$ cat config.mk
export PLATFORM = sky130hd
export DESIGN_NAME = id_ex_stage_flat
export DESIGN_NICKNAME = d
export VERILOG_FILES = /design/src/rtl/id_ex_pkg.sv /design/src/rtl/id_ex_if.sv /design/src/rtl/id_ex_bypass.sv /design/src/rtl/id_ex_stage.sv /design/src/flat_wrapper.sv
export SDC_FILE = /design/constraint.sdc
export NUM_CORES = 1
export LEC_CHECK = 0
export CORE_MARGIN = 5
export CORE_UTILIZATION = 34
export CTS_CLUSTER_SIZE = 25
export DETAILED_ROUTE_END_ITERATION = 6
export DONT_BUFFER_PORTS = 1
export HOLD_SLACK_MARGIN = 0.06
export PLACE_DENSITY_LB_ADDON = 0.05
export RECOVER_POWER = 50
export SYNTH_ARGS = -nofsm -noshare
export SYNTH_HDL_FRONTEND = slang
export SYNTH_SLANG_ARGS = --single-unit
$ cat constraint.sdc
create_clock -name CLK -period 3.4 [get_ports CLK]
set_input_delay 0.17 -clock CLK [delete_from_list [all_inputs] [get_ports CLK]]
set_output_delay 0.17 -clock CLK [all_outputs]
set_load 0.005 [all_outputs]
$ cat src/rtl/id_ex_pkg.sv
// Shared definitions for the ID/EX pipeline boundary: datapath widths and
// the layout of the decoded control bundle used by decode and execute.
package id_ex_pkg;

  localparam int XLEN   = 32;
  localparam int CTRL_W = 8;
  localparam int REG_W  = 5;

  // Control bundle field positions
  localparam int CTRL_REGWRITE = 0;
  localparam int CTRL_MEMREAD  = 1;
  localparam int CTRL_MEMWRITE = 2;
  localparam int CTRL_BRANCH   = 3;
  localparam int CTRL_JUMP     = 4;
  localparam int CTRL_ALUSRC   = 5;
  localparam int CTRL_ALUOP_LO = 6;
  localparam int CTRL_ALUOP_HI = 7;

  localparam int MEMREAD_BIT = CTRL_MEMREAD;

  localparam logic [15:0] HAZARD_CNT_MAX = 16'hFFFF;

endpackage

$ cat src/rtl/id_ex_if.sv
// Decode-to-execute bundle: upstream decoded fields with register-file read
// data, and the registered execute-side payload with its handshake.
interface id_ex_if #(
  parameter int XLEN   = id_ex_pkg::XLEN,
  parameter int CTRL_W = id_ex_pkg::CTRL_W
);
  logic              in_valid;
  logic              in_ready;
  logic [4:0]        rs1;
  logic [4:0]        rs2;
  logic [4:0]        rd;
  logic [XLEN-1:0]   pc;
  logic [XLEN-1:0]   imm;
  logic [CTRL_W-1:0] ctrl;
  logic [XLEN-1:0]   rs1_value;
  logic [XLEN-1:0]   rs2_value;

  logic              out_valid;
  logic              out_ready;
  logic [XLEN-1:0]   ex_pc;
  logic [XLEN-1:0]   ex_imm;
  logic [XLEN-1:0]   ex_rs1_val;
  logic [XLEN-1:0]   ex_rs2_val;
  logic [4:0]        ex_rs1;
  logic [4:0]        ex_rs2;
  logic [4:0]        ex_rd;
  logic [CTRL_W-1:0] ex_ctrl;

  // The stage itself: consumes decode, produces execute payload
  modport slave (
    input  in_valid, rs1, rs2, rd, pc, imm, ctrl, rs1_value, rs2_value,
    output in_ready,
    output out_valid, ex_pc, ex_imm, ex_rs1_val, ex_rs2_val,
    output ex_rs1, ex_rs2, ex_rd, ex_ctrl,
    input  out_ready
  );

  modport master (
    output in_valid, rs1, rs2, rd, pc, imm, ctrl, rs1_value, rs2_value,
    input  in_ready,
    input  out_valid, ex_pc, ex_imm, ex_rs1_val, ex_rs2_val,
    input  ex_rs1, ex_rs2, ex_rd, ex_ctrl,
    output out_ready
  );

endinterface

$ cat src/rtl/id_ex_bypass.sv
// Operand select for one source register: x0 reads zero, a same-cycle
// write-back to the register wins over the stale register-file read.
module id_ex_bypass #(
  parameter int XLEN = id_ex_pkg::XLEN
) (
  input  logic [4:0]      rs,
  input  logic [XLEN-1:0] rf_value,
  input  logic            wb_we,
  input  logic [4:0]      wb_rd,
  input  logic [XLEN-1:0] wb_data,
  output logic [XLEN-1:0] value
);

  always_comb begin
    value = rf_value;
    if (rs == 5'd0) begin
      value = '0;
    end else if (wb_we && (wb_rd == rs)) begin
      value = wb_data;
    end
  end

endmodule

$ cat src/rtl/id_ex_stage.sv
// ID/EX pipeline register with write-back bypass, load-use stall insertion,
// flush, and a saturating count of load-use stall cycles.
module id_ex_stage #(
  parameter int XLEN   = id_ex_pkg::XLEN,
  parameter int CTRL_W = id_ex_pkg::CTRL_W
) (
  input  logic            CLK,
  input  logic            RSTn,
  id_ex_if.slave          bus,
  input  logic            wb_we,
  input  logic [4:0]      wb_rd,
  input  logic [XLEN-1:0] wb_data,
  input  logic            flush,
  output logic [15:0]     hazard_cnt
);
  import id_ex_pkg::*;

  logic [XLEN-1:0]   rs1_sel;
  logic [XLEN-1:0]   rs2_sel;
  logic              advance;
  logic              hazard;

  logic              out_valid_q;
  logic [XLEN-1:0]   ex_pc_q;
  logic [XLEN-1:0]   ex_imm_q;
  logic [XLEN-1:0]   ex_rs1_val_q;
  logic [XLEN-1:0]   ex_rs2_val_q;
  logic [4:0]        ex_rs1_q;
  logic [4:0]        ex_rs2_q;
  logic [4:0]        ex_rd_q;
  logic [CTRL_W-1:0] ex_ctrl_q;
  logic [15:0]       hazard_cnt_q;

  id_ex_bypass #(.XLEN(XLEN)) u_bypass_rs1 (
    .rs       (bus.rs1),
    .rf_value (bus.rs1_value),
    .wb_we    (wb_we),
    .wb_rd    (wb_rd),
    .wb_data  (wb_data),
    .value    (rs1_sel)
  );

  id_ex_bypass #(.XLEN(XLEN)) u_bypass_rs2 (
    .rs       (bus.rs2),
    .rf_value (bus.rs2_value),
    .wb_we    (wb_we),
    .wb_rd    (wb_rd),
    .wb_data  (wb_data),
    .value    (rs2_sel)
  );

  // A load sitting in EX cannot forward to the instruction right behind it;
  // the bubble inserted here drops out_valid, so the stall lasts one cycle.
  assign advance = !out_valid_q || bus.out_ready;
  assign hazard  = out_valid_q && ex_ctrl_q[MEMREAD_BIT] && (ex_rd_q != 5'd0) &&
                   bus.in_valid && ((ex_rd_q == bus.rs1) || (ex_rd_q == bus.rs2));

  assign bus.in_ready = flush || (advance && !hazard);

  always_ff @(posedge CLK or negedge RSTn) begin
    if (!RSTn) begin
      out_valid_q  <= 1'b0;
      ex_pc_q      <= '0;
      ex_imm_q     <= '0;
      ex_rs1_val_q <= '0;
      ex_rs2_val_q <= '0;
      ex_rs1_q     <= '0;
      ex_rs2_q     <= '0;
      ex_rd_q      <= '0;
      ex_ctrl_q    <= '0;
    end else if (flush) begin
      out_valid_q <= 1'b0;
    end else if (advance && hazard) begin
      out_valid_q <= 1'b0;
    end else if (advance && bus.in_valid) begin
      out_valid_q  <= 1'b1;
      ex_pc_q      <= bus.pc;
      ex_imm_q     <= bus.imm;
      ex_rs1_val_q <= rs1_sel;
      ex_rs2_val_q <= rs2_sel;
      ex_rs1_q     <= bus.rs1;
      ex_rs2_q     <= bus.rs2;
      ex_rd_q      <= bus.rd;
      ex_ctrl_q    <= bus.ctrl;
    end else if (advance) begin
      out_valid_q <= 1'b0;
    end
  end

  // Counts every stalled cycle, including ones where EX is also backpressured
  always_ff @(posedge CLK or negedge RSTn) begin
    if (!RSTn) begin
      hazard_cnt_q <= '0;
    end else if (hazard && !flush && (hazard_cnt_q != HAZARD_CNT_MAX)) begin
      hazard_cnt_q <= hazard_cnt_q + 16'd1;
    end
  end

  assign bus.out_valid  = out_valid_q;
  assign bus.ex_pc      = ex_pc_q;
  assign bus.ex_imm     = ex_imm_q;
  assign bus.ex_rs1_val = ex_rs1_val_q;
  assign bus.ex_rs2_val = ex_rs2_val_q;
  assign bus.ex_rs1     = ex_rs1_q;
  assign bus.ex_rs2     = ex_rs2_q;
  assign bus.ex_rd      = ex_rd_q;
  assign bus.ex_ctrl    = ex_ctrl_q;
  assign hazard_cnt     = hazard_cnt_q;

endmodule

$ cat src/flat_wrapper.sv
// flat-port wrapper written by rule: the top's interface ports become plain ports
module id_ex_stage_flat import id_ex_pkg::*;
#(
  parameter int XLEN   = id_ex_pkg::XLEN,
  parameter int CTRL_W = id_ex_pkg::CTRL_W
)
  (CLK, RSTn, wb_we, wb_rd, wb_data, flush, hazard_cnt, bus_in_valid, bus_rs1, bus_rs2, bus_rd, bus_pc, bus_imm, bus_ctrl, bus_rs1_value, bus_rs2_value, bus_in_ready, bus_out_valid, bus_ex_pc, bus_ex_imm, bus_ex_rs1_val, bus_ex_rs2_val, bus_ex_rs1, bus_ex_rs2, bus_ex_rd, bus_ex_ctrl, bus_out_ready);
  id_ex_if #(.XLEN(XLEN), .CTRL_W(CTRL_W)) bus_i ();
  input  logic CLK;
  input  logic RSTn;
  input  logic wb_we;
  input  logic [4:0] wb_rd;
  input  logic [XLEN-1:0] wb_data;
  input  logic flush;
  output logic [15:0] hazard_cnt;
  input wire logic [$bits(bus_i.in_valid)-1:0] bus_in_valid;
  input wire logic [$bits(bus_i.rs1)-1:0] bus_rs1;
  input wire logic [$bits(bus_i.rs2)-1:0] bus_rs2;
  input wire logic [$bits(bus_i.rd)-1:0] bus_rd;
  input wire logic [$bits(bus_i.pc)-1:0] bus_pc;
  input wire logic [$bits(bus_i.imm)-1:0] bus_imm;
  input wire logic [$bits(bus_i.ctrl)-1:0] bus_ctrl;
  input wire logic [$bits(bus_i.rs1_value)-1:0] bus_rs1_value;
  input wire logic [$bits(bus_i.rs2_value)-1:0] bus_rs2_value;
  output wire logic [$bits(bus_i.in_ready)-1:0] bus_in_ready;
  output wire logic [$bits(bus_i.out_valid)-1:0] bus_out_valid;
  output wire logic [$bits(bus_i.ex_pc)-1:0] bus_ex_pc;
  output wire logic [$bits(bus_i.ex_imm)-1:0] bus_ex_imm;
  output wire logic [$bits(bus_i.ex_rs1_val)-1:0] bus_ex_rs1_val;
  output wire logic [$bits(bus_i.ex_rs2_val)-1:0] bus_ex_rs2_val;
  output wire logic [$bits(bus_i.ex_rs1)-1:0] bus_ex_rs1;
  output wire logic [$bits(bus_i.ex_rs2)-1:0] bus_ex_rs2;
  output wire logic [$bits(bus_i.ex_rd)-1:0] bus_ex_rd;
  output wire logic [$bits(bus_i.ex_ctrl)-1:0] bus_ex_ctrl;
  input wire logic [$bits(bus_i.out_ready)-1:0] bus_out_ready;
  assign bus_i.in_valid = bus_in_valid;
  assign bus_i.rs1 = bus_rs1;
  assign bus_i.rs2 = bus_rs2;
  assign bus_i.rd = bus_rd;
  assign bus_i.pc = bus_pc;
  assign bus_i.imm = bus_imm;
  assign bus_i.ctrl = bus_ctrl;
  assign bus_i.rs1_value = bus_rs1_value;
  assign bus_i.rs2_value = bus_rs2_value;
  assign bus_in_ready = bus_i.in_ready;
  assign bus_out_valid = bus_i.out_valid;
  assign bus_ex_pc = bus_i.ex_pc;
  assign bus_ex_imm = bus_i.ex_imm;
  assign bus_ex_rs1_val = bus_i.ex_rs1_val;
  assign bus_ex_rs2_val = bus_i.ex_rs2_val;
  assign bus_ex_rs1 = bus_i.ex_rs1;
  assign bus_ex_rs2 = bus_i.ex_rs2;
  assign bus_ex_rd = bus_i.ex_rd;
  assign bus_ex_ctrl = bus_i.ex_ctrl;
  assign bus_i.out_ready = bus_out_ready;
  id_ex_stage #(.XLEN(XLEN), .CTRL_W(CTRL_W)) u_core (.CLK(CLK), .RSTn(RSTn), .bus(bus_i), .wb_we(wb_we), .wb_rd(wb_rd), .wb_data(wb_data), .flush(flush), .hazard_cnt(hazard_cnt));
endmodule
==> results.ini <==
[sta]
setup_slack_ps = 672
whs_ps = -566
setup_tns_ps = 0
slew_headroom_pct = 23.2
hold_violations = 168
setup_violations = 0
finalClockSkew_ps = 7.93
period_minus_slack_ps = 2730
rsz0062_at_grt = no
slew_viol_final = 0
final.period_utilization_pct = 80.2
max_freq_ghz = 0.367
worst_pin_slew_ps = 1150

[power]
p_int_w = 0.00380
p_sw_share_pct = 28.8
p_total_w = 0.00533
ir_worst_vdd_mv = 0.282
p_seq_share_pct = 50.0
power_density_nw_per_um2 = 539
clock_power_share_pct = 35.4
p_leak_nw = 4.06
p_sw_w = 0.00154
p_comb_share_pct = 14.6

[layout]
drive_gt1_share_pct = 25.6
finalNetCount = 932
finalNonFillerCells = 1074
syn2layout_area_growth_pct = 19.7
fin_area_sq_um = 9900
num-fill-cells = 2277

[drt]
vias = 5714
drt_iter0_drc = 366
drc = 0
drtAntennaViolNets = 0
via_per_inst = 5.32
routed_wl_mm = 26.6
dr.pass1.iters = 5
wire_per_inst_um = 24.8

[logic_synthesis]
synth_cells = 667
synth-compound-area-share_pct = 8.57
async_flop_share_pct = 100
post_synth.cell_area_avg_sq_um = 12.4
synth_xor_area_share_pct = 3.60
synth_flop_cell = dfrtp_1
synth_top_family_by_area = multiplexers
yosysSeqAreaShare_pct = 50.8
yosys_warnings = 0
ys_ff_latch = 168
synthAdderAreaFrac_pct = 0.151
synth-simple-area-share_pct = 7.49
synthDistinctLibCells = 33
muxShareOfSynthArea_pct = 24.5
syn_area_sq_um = 8270
synth_edf_count = 0
syn_nets = 862

[placement]
dp_cells = 949
pre_cts_slack_ps = 670
gp_congestion = 0.751
numPortBuffers = 0
placed_cell_area_sq_um = 8410
dp_hpwl_mm = 18.4

[floorplanning]
io_pins = 363
die_area_sq_um = 27600
die_x_um = 166
die_h_um = 166
start_util_pct = 34.2
rows = 57
coreArea_sq_um = 24200

[clock_network]
htreeDepth = 4
numCtsBuffers = 17
post-cts-setup-buffers = 0
cts-hold-fix-buffers = 93
max-clock-path-buffers = 2
clk_pin_slew_worst_paths_ps = 80
cts_resized = 0
cts_root_buf = clkbuf_16
clkSinkCount = 168
cts_tree = yes
clk_latency_ps = 420

[setup_path]
path_cells = or4_1 -> o2111ai_2 -> o2111a_4 -> buf_12 -> mux2_2
worstPathMaxFanout = 58
end_kind = register
critPathMaxStageDelay_ps = 580
slowest_stage = or4_1
start_kind = register
worst_ep_arrival_time_ps = 3040
critPathKind = reg -> reg
required_ps = 3710

[global_route]
antenna_found_initial = 6
grt_util_all_layers_pct = 18.8
grt_overflow = 0
grt_pass1_vias = 6062
grt_max_degree = 169
grt_pass1_wl_mm = 40.0

[run_status]
outcome = finished, violations left
violations = negative hold slack

[worst_hold_path]
hold_path_class = in -> async

[run]
timing.max_cap.violations = 0

-- final timing paths --
path | slack (ps) | endpoint | cells after the start | from
worst max-delay path | 670 | u_core.bus.ex_rs2_val[12] | 5 | u_core.bus.ex_rd[0]
worst min-delay path | -570 | u_core.bus.ex_rs1_val[6] | 0 | RSTn
worst max register to register | 670 | u_core.bus.ex_rs2_val[12] | 5 | u_core.bus.ex_rd[0]
worst min register to register | 520 | u_core.bus.ex_pc[28] | 1 | u_core.bus.ex_pc[28]
max in group asynchronous | 3530 | u_core.bus.ex_pc[2] | 0 | RSTn
min in group CLK | 80 | u_core.bus.ex_rs2_val[28] | 3 | wb_data[28]
-- routing by layer --
| metal | wire (um) | vias up | GRT usage [%] |
|---|---|---|---|
| met1 | 10200 | 2875 | 21.5 |
| li1 | - | 2538 | - |
| met2 | 13100 | 251 | 31.3 |
| met3 | 2690 | 40 | 9.09 |
| met5 | 58 | - | 0 |
| met4 | 561 | 10 | 5.67 |
-- power groups by stage --
stage | clock network [W] | registers [W] | logic (W)
detailed placement | 0 | 0.00271 | 0.000693
global placement | 0 | 0.00272 | 0.000672
global route | 0.00204 | 0.00271 | 0.000846
CTS | 0.00196 | 0.00268 | 0.000784
floorplan | 0 | 0.00257 | 0.000627
finish | 0.00189 | 0.00267 | 0.000778
-- Yosys cell counts, drive strengths merged (2+ instances only) --
library cell | n | area (sq um)
nor3 | 6 | 30.0
or4 | 3 | 22.5
nor2 | 9 | 33.8
inv | 3 | 11.3
o21ai | 67 | 335
clkbuf | 35 | 131
nor4 | 8 | 50.1
and2 | 2 | 12.5
mux2 | 153 | 2030
a21oi | 65 | 325
nand4 | 6 | 37.5
xnor2 | 12 | 105
nand2 | 8 | 30.0
dfrtp | 168 | 4200
xor2 | 22 | 193
nand3 | 70 | 350
buf | 18 | 261
and4 | 2 | 17.5
-- kinds of logic (layout without fill, tap and decap cells) --
kind of cell / Yosys count / count (layout)
buffers and inverters: 56 / 138
flip-flops: 168 / 168
multiplexers: 153 / 153
AO/OA/AOI/OAI: 136 / 136
XOR/XNOR: 34 / 34
other: 0 / 1
AND/OR/NAND/NOR: 119 / 119
adder cells (fa/ha/maj): 1 / 1
-- layout make-up --
cell class | instances | area, sq um | share of cell area, %
flip-flops and latches | 168 | 4200 | 42.4
multi-input cells | 443 | 3680 | 37.2
repair buffers | 104 | 1040 | 10.5
clock buffers | 17 | 425 | 4.30
well taps | 324 | 405 | 4.09
clock inverters | 14 | 133 | 1.34
inverters | 3 | 11.3 | 0.114
diodes | 1 | 2.50 | 0.0253
-- state kept, by name (all words and copies together) (netlist names) --
name                   flops
u_core.bus.ex_rs1_val     32
u_core.bus.out_valid       1
u_core.bus.ex_rd           5
u_core.bus.ex_rs1          5
u_core.hazard_cnt         16
u_core.bus.ex_rs2_val     32
u_core.bus.ex_imm         32
u_core.bus.ex_ctrl         8
u_core.bus.ex_rs2          5
u_core.bus.ex_pc          32
-- worst max-delay path: cells and delay by family, from the launching register on --
kind | cells | cell delay, ps
compound gates | 2 | 730
buf+inv | 1 | 380
flops | 1 | 460
mux | 1 | 390
simple gates | 1 | 580
-- through the flow --
stage | hold WS, ps | utilization (%)
3_5_place_dp | -121 | 34.8
4_1_cts | -591 | 41.0
6_report | -566 | 41.0
2_1_floorplan | -126 | -
3_3_place_gp | -121 | 34.8
5_1_grt | -600 | 41.0
-- layout by cell type (no fill, tap or decap), types with 2 or more instances in the layout --
master and count:
dfrtp_1 168, or4_1 3, dlygate4sd3_1 93, nand3_1 70, xor2_1 22, mux2_4 81, buf_4 9, nor3_1 6
nor2_1 7, clkinvlp_4 3, and4_1 2, mux2_2 63, and2_1 2, nor4_1 8, inv_8 4, nand2_1 8
a21oi_1 65, xnor2_1 12, inv_1 3, nand4_1 6, inv_6 5, clkbuf_16 17, mux2_1 9, buf_12 2
o21ai_0 67
Power figures use the tool's default switching activity.
